### src/rtl/pc_sequencer_if.sv
// Sequencer-side bundle: instruction fields, ALU flags and current PC in,
// PC write side and per-phase datapath strobes out.
interface pc_sequencer_if;
   logic [31:0] cur_pc;
   logic [5:0]  opcode;
   logic [5:0]  funct;
   logic [15:0] imm;
   logic [25:0] jaddr;
   logic [31:0] rs_data;
   logic        zero;
   logic        sign;
   logic        PCWre;
   logic [31:0] PCnext;
   logic        IRWre;
   logic        MemWre;
   logic        RegWre;
   logic [2:0]  state;

   modport master (
      input  cur_pc, opcode, funct, imm, jaddr, rs_data, zero, sign,
      output PCWre, PCnext, IRWre, MemWre, RegWre, state
   );

   modport slave (
      output cur_pc, opcode, funct, imm, jaddr, rs_data, zero, sign,
      input  PCWre, PCnext, IRWre, MemWre, RegWre, state
   );
endinterface

### src/rtl/pc_sequencer.sv
// Multicycle IF/ID/EXE/MEM/WB control sequencer driving the PC write side
// and the per-phase IR / data memory / register file write strobes.
module pc_sequencer #(
   parameter logic [31:0] RESET_PC = 32'h0000_0000,
   parameter logic [5:0]  HALT_OP  = 6'b111111
) (
   input  logic           CLK,
   input  logic           Reset,
   pc_sequencer_if.master bus
);

   typedef enum logic [2:0] {
      S_IF   = 3'd0,
      S_ID   = 3'd1,
      S_EXE  = 3'd2,
      S_MEM  = 3'd3,
      S_WB   = 3'd4,
      S_HALT = 3'd5
   } state_t;

   typedef enum logic [3:0] {
      C_R, C_ALUI, C_LW, C_SW, C_BEQ, C_BNE, C_BLTZ, C_J, C_JAL, C_JR, C_HALT
   } cls_t;

   state_t             st;
   logic [5:0]         op_q;
   logic [5:0]         funct_q;
   logic [15:0]        imm_q;
   cls_t               cls;
   logic [31:0]        pc4;
   logic signed [31:0] br_off;
   logic               taken;

   function automatic cls_t decode(input logic [5:0] op, input logic [5:0] fn);
      cls_t c;
      c = C_R;
      if (op == HALT_OP) begin
         c = C_HALT;
      end else begin
         case (op)
            6'b000000: c = (fn == 6'b001000) ? C_JR : C_R;
            6'b001000: c = C_ALUI;
            6'b001101: c = C_ALUI;
            6'b100011: c = C_LW;
            6'b101011: c = C_SW;
            6'b000100: c = C_BEQ;
            6'b000101: c = C_BNE;
            6'b000001: c = C_BLTZ;
            6'b000010: c = C_J;
            6'b000011: c = C_JAL;
            default:   c = C_R;
         endcase
      end
      return c;
   endfunction

   // ID decides from the live IR; every later state works from the latched copy.
   assign cls    = (st == S_ID) ? decode(bus.opcode, bus.funct) : decode(op_q, funct_q);
   assign pc4    = bus.cur_pc + 32'd4;
   assign br_off = signed'({{14{imm_q[15]}}, imm_q, 2'b00});

   always_comb begin
      taken = 1'b0;
      case (cls)
         C_BEQ:   taken = bus.zero;
         C_BNE:   taken = ~bus.zero;
         C_BLTZ:  taken = bus.sign;
         default: taken = 1'b0;
      endcase
   end

   always_ff @(posedge CLK or posedge Reset) begin
      if (Reset) begin
         st      <= S_IF;
         op_q    <= 6'd0;
         funct_q <= 6'd0;
      end else begin
         case (st)
            S_IF: st <= S_ID;
            S_ID: begin
               op_q    <= bus.opcode;
               funct_q <= bus.funct;
               case (cls)
                  C_J, C_JAL, C_JR: st <= S_IF;
                  C_HALT:           st <= S_HALT;
                  default:          st <= S_EXE;
               endcase
            end
            S_EXE: begin
               case (cls)
                  C_BEQ, C_BNE, C_BLTZ: st <= S_IF;
                  C_LW, C_SW:           st <= S_MEM;
                  default:              st <= S_WB;
               endcase
            end
            S_MEM:   st <= (cls == C_SW) ? S_IF : S_WB;
            S_WB:    st <= S_IF;
            S_HALT:  st <= S_HALT;
            default: st <= S_IF;
         endcase
      end
   end

   always_ff @(posedge CLK) begin
      if (st == S_ID) imm_q <= bus.imm;
   end

   always_comb begin
      bus.PCnext = pc4;
      if (Reset)
         bus.PCnext = RESET_PC;
      else if (st == S_ID && (cls == C_J || cls == C_JAL))
         bus.PCnext = {pc4[31:28], bus.jaddr, 2'b00};
      else if (st == S_ID && cls == C_JR)
         bus.PCnext = bus.rs_data;
      else if (st == S_EXE && taken)
         bus.PCnext = pc4 + $unsigned(br_off);
   end

   // Strobes are forced low while Reset is held, even though st already reads IF.
   always_comb begin
      bus.PCWre  = 1'b0;
      bus.IRWre  = 1'b0;
      bus.MemWre = 1'b0;
      bus.RegWre = 1'b0;
      if (!Reset) begin
         case (st)
            S_IF: bus.IRWre = 1'b1;
            S_ID: begin
               bus.PCWre  = (cls == C_J) || (cls == C_JAL) || (cls == C_JR);
               bus.RegWre = (cls == C_JAL);
            end
            S_EXE: bus.PCWre = (cls == C_BEQ) || (cls == C_BNE) || (cls == C_BLTZ);
            S_MEM: begin
               bus.PCWre  = (cls == C_SW);
               bus.MemWre = (cls == C_SW);
            end
            S_WB: begin
               bus.PCWre  = 1'b1;
               bus.RegWre = 1'b1;
            end
            default: ;
         endcase
      end
   end

   assign bus.state = st;

endmodule

### src/flat_wrapper.sv
// flat-port wrapper written by rule: the top's interface ports become plain ports
module pc_sequencer_flat 
#(
   parameter logic [31:0] RESET_PC = 32'h0000_0000,
   parameter logic [5:0]  HALT_OP  = 6'b111111
)
  (CLK, Reset, bus_cur_pc, bus_opcode, bus_funct, bus_imm, bus_jaddr, bus_rs_data, bus_zero, bus_sign, bus_PCWre, bus_PCnext, bus_IRWre, bus_MemWre, bus_RegWre, bus_state);
  pc_sequencer_if bus_i ();
  input  logic CLK;
  input  logic Reset;
  input wire logic [$bits(bus_i.cur_pc)-1:0] bus_cur_pc;
  input wire logic [$bits(bus_i.opcode)-1:0] bus_opcode;
  input wire logic [$bits(bus_i.funct)-1:0] bus_funct;
  input wire logic [$bits(bus_i.imm)-1:0] bus_imm;
  input wire logic [$bits(bus_i.jaddr)-1:0] bus_jaddr;
  input wire logic [$bits(bus_i.rs_data)-1:0] bus_rs_data;
  input wire logic [$bits(bus_i.zero)-1:0] bus_zero;
  input wire logic [$bits(bus_i.sign)-1:0] bus_sign;
  output wire logic [$bits(bus_i.PCWre)-1:0] bus_PCWre;
  output wire logic [$bits(bus_i.PCnext)-1:0] bus_PCnext;
  output wire logic [$bits(bus_i.IRWre)-1:0] bus_IRWre;
  output wire logic [$bits(bus_i.MemWre)-1:0] bus_MemWre;
  output wire logic [$bits(bus_i.RegWre)-1:0] bus_RegWre;
  output wire logic [$bits(bus_i.state)-1:0] bus_state;
  assign bus_i.cur_pc = bus_cur_pc;
  assign bus_i.opcode = bus_opcode;
  assign bus_i.funct = bus_funct;
  assign bus_i.imm = bus_imm;
  assign bus_i.jaddr = bus_jaddr;
  assign bus_i.rs_data = bus_rs_data;
  assign bus_i.zero = bus_zero;
  assign bus_i.sign = bus_sign;
  assign bus_PCWre = bus_i.PCWre;
  assign bus_PCnext = bus_i.PCnext;
  assign bus_IRWre = bus_i.IRWre;
  assign bus_MemWre = bus_i.MemWre;
  assign bus_RegWre = bus_i.RegWre;
  assign bus_state = bus_i.state;
  pc_sequencer #(.RESET_PC(RESET_PC), .HALT_OP(HALT_OP)) u_core (.CLK(CLK), .Reset(Reset), .bus(bus_i));
endmodule
### config.mk
export PLATFORM = sky130hd
export DESIGN_NAME = pc_sequencer_flat
export DESIGN_NICKNAME = d
export VERILOG_FILES = /design/src/rtl/pc_sequencer_if.sv /design/src/rtl/pc_sequencer.sv /design/src/flat_wrapper.sv
export SDC_FILE = /design/constraint.sdc
export NUM_CORES = 1
export LEC_CHECK = 0
export CELL_PAD_IN_SITES_DETAIL_PLACEMENT = 1
export CELL_PAD_IN_SITES_GLOBAL_PLACEMENT = 2
export CORE_UTILIZATION = 25
export DETAILED_ROUTE_END_ITERATION = 8
export GPL_ROUTABILITY_DRIVEN = 0
export PLACE_DENSITY_LB_ADDON = 0.3
export SYNTH_ARGS = -nofsm -noshare
export SYNTH_HDL_FRONTEND = slang
export SYNTH_SLANG_ARGS = --single-unit
### constraint.sdc
create_clock -name CLK -period 5.7 [get_ports CLK]
set_input_delay 1.14 -clock CLK [delete_from_list [all_inputs] [get_ports CLK]]
set_output_delay 1.14 -clock CLK [all_outputs]
set_load 0.05 [all_outputs]
==> impl_metrics.csv <==
group,metric,value,unit
place,pre_cts_ws,-1050,ps
pwr,p_leak,3.68,nW
clock_network,clockRootBuffer,"clkbuf_16",
finish,nNetsFinal,1076,
place,dp.cells,1126,
sta,slew_viol_final,0,
run_status,violations,"negative setup slack",
die,coreArea,18000,um2
yosys,synthFlopType,"edfxtp_1",
yosys,synth-async-reset-ratio,48.4,%
yosys,yosysTopAreaCellShare,10.5,%
finish,area_growth_syn_to_layout,91.7,%
yosys,yosysTopAreaCell,"edfxtp_1",
clock_network,cts_buffers,5,
detailed_routing,post-route-drc-count,0,
worst_setup_path,critPathCaptureType,"output pin",
worst_setup_path,setup.worst_path.class,"in2out",
detailed_routing,antenna_left,0,
clock_network,clk_latency,280,ps
sta,rsz0062_at_grt,"yes",
grt,grt_pass1_vias,6519,
sta,fin_crit_sh,104,%
clock_network,clk_pin_slew,50,ps
finish,fill_cells,2081,
pwr,p_int,1.35,mW
die,ioPinCount,161,
yosys,synth_area_per_cell,7.36,um2
grt,grt_max_degree,35,
pwr,p_clk_share,11.8,%
detailed_routing,route.vias.total,5979,
sta,tightestPinTransition,826,ps
detailed_routing,drt_iter0_drc,218,
worst_setup_path,start_kind,"primary input",
pwr,p_per_area,285,nW/um2
detailed_routing,met2_length,11300,um
worst_setup_path,crit_fanout,5,
die,row_count,49,
clock_network,hold_buffers,0,
place,post-dp-hpwl,16900,um
grt,grt_antenna_before_repair,0,
sta,setup_viol,4,
worst_hold_path,hold_path_class,"reg2reg",
grt,grt_pass1_wl,33100,um
clock_network,clkSinkCount,31,
detailed_routing,routedLengthMet1,9440,um
sta,maxSlewHeadroom,44.9,%
flow_run,maxCapViolations,0,
sta,whs,476,ps
clock_network,cts_tree,"built",
grt,overflow,0,
die,initial_utilization,25.5,%
sta,period_minus_slack,5910,ps
sta,hold_viol_final,0,
worst_setup_path,cp.arrival,4770,ps
yosys,synthTopCellsByArea,"edfxtp_1 10%, dfrtp_1 8.2%, ha_1 8.2%",
detailed_routing,wl_per_cell,19.4,um
die,die_x,137,um
finish,drive_gt1_share,35.3,%
detailed_routing,wirelength,22400,um
yosys,syn_nets,775,
worst_setup_path,cp.required,4560,ps
run_status,outcome,"complete, but fails checks",
yosys,ys_seq_area_share,18.7,%
yosys,synth_edf_count,16,
yosys,yosysWarnings,0,
sta,timing.fmax,169,MHz
pwr,switchingPower,1.15,mW
detailed_routing,top_layer,"met4",
pwr,irDropWorstVdd,0.000125,V
pwr,combPwrFrac,70.5,%
die,die_height,137,um
yosys,syn_inst,622,
grt,grt_use_total,22.9,%
finish,regArea,856,um2
yosys,synth_cell_types,67,
yosys,synth_area,4580,um2
finish,instances_no_fill,1153,
place,io_buffers,160,
detailed_routing,dr.pass1.iters,4,
finish,multi_input_area,4190,um2
die,dieArea,18900,um2
detailed_routing,via_per_inst,5.19,
sta,skew,3.45,ps
finish,diodes,0,
clock_network,h-tree-depth,2,
sta,layout_setup_ws,-206,ps
detailed_routing,dr_wl_met3,1130,um
clock_network,clockBufferDepth,2,
yosys,ys_ff_latch,31,
pwr,power.share.switching,46.1,%
pwr,seqPwrFrac,17.7,%
[kinds of logic (layout without fill, tap and decap cells)]
family / after synthesis / in the layout / share of synthesized area [%]
AND/OR/NAND/NOR: 271 / 271 / 28.6
AO/OA/AOI/OAI: 178 / 178 / 26.5
XOR/XNOR: 51 / 51 / 9.76
buffers and inverters: 50 / 352 / 5.30
adder cells (fa/ha/maj): 31 / 31 / 8.64
flip-flops: 31 / 31 / 18.7
multiplexers: 10 / 10 / 2.46
[per-stage QoR]
step                setup TNS (ps)  power, mW  instance area [um2]  util [%]
finish                        -470       2.50                 8780      48.9
global route                 -1540       2.66                 8780      48.9
CTS                           -194       2.36                 8280      46.1
detailed placement          -11920       1.97                 7800      43.4
global placement             -8750       1.91                 7800      43.4
floorplan                     -140       1.31                 4640         -
[worst paths after layout]
path,start,to,slack (ps),depth (start not counted)
max,bus_cur_pc[3],bus_PCnext[29],-210,20
min,u_core.funct_q[3],u_core.funct_q[3],480,2
max reg2reg,u_core.bus.state[1],u_core.bus.state[2],3150,10
min reg2reg,u_core.funct_q[3],u_core.funct_q[3],480,2
max in group asynchronous,Reset,u_core.funct_q[3],3780,4
min in group asynchronous,Reset,u_core.bus.state[0],1710,4
[metal layers]
metal / vias to the layer above / track usage (%)
li1: 2903 / -
met1: 2866 / 26.4
met2: 176 / 42.5
met3: 34 / 3.94
met4: 0 / 6.84
met5: - / 0
[registers in the layout, summed over array words and instances (netlist names)]
name	cells
u_core.bus.state	3
u_core.funct_q	6
u_core.imm_q	16
u_core.op_q	6
[critical path: stages]
cell,delay [ps]
buf_8,80
ha_4,130
and4_4,250
and4_4,290
nor2b_4,170
buf_4,120
nand2_1,80
xnor2_2,150
ha_2,390
o21a_1,170
nor2_1,70
o21ai_2,150
a21oi_2,90
a211oi_2,270
o21a_1,230
o41ai_2,80
buf_4,140
xor2_1,160
a2111oi_4,400
buf_12,190
[synthesized netlist by cell type, drive strengths merged (4+ instances only)]
cell type and instances:
or3 8, or4 7, ha 30, inv 17, and4 5, xnor2 33
buf 15, clkbuf 17, nor4 4, o211ai 12, nand4 9, nor2 68
and3 15, a21o 11, nor3 24, nand2 78, or2 5, o21a 9
a221oi 4, mux2i 10, dfrtp 15, nor2b 6, o2111ai 5, and2 5
nand3 25, a31oi 8, xor2 18, nor4b 4, a211o 4, a22oi 12
edfxtp 16, a21oi 48, o21ai 30, a211oi 6
[area by class of cell]
type	instances	share of cell area, %
Multi-Input combinational cell	541	47.8
Timing Repair Buffer	326	36.5
Sequential cell	31	9.75
Tap cell	229	3.26
Clock buffer	6	1.71
Inverter	18	0.912
Clock inverter	2	0.0998
[cells in the final DEF, fill, tap and decap left out, drive strengths merged, types with 16 or more instances in the layout]
cell,netlist,final
ha,30,30
edfxtp,16,16
a21oi,48,48
clkdlybuf4s50,0,109
inv,17,17
xor2,18,18
buf,15,202
o21ai,30,30
xnor2,33,33
nand3,25,25
nor2,68,68
nor3,24,24
nand2,78,78
[power by group through the flow]
stage,registers (mW),clock network [mW],logic [mW]
6_report,0.443,0.297,1.77
5_1_grt,0.456,0.311,1.89
4_1_cts,0.437,0.304,1.62
3_5_place_dp,0.439,0,1.53
3_3_place_gp,0.432,0,1.47
2_1_floorplan,0.409,0,0.903
[what timing repair did]
item / in CTS / in global routing
buffers inserted: 9 / 12
setup endpoints to repair: 20 / 22
resized for setup: 96 / 83
pin swaps: 34 / 34
Power figures use the tool's default switching activity.
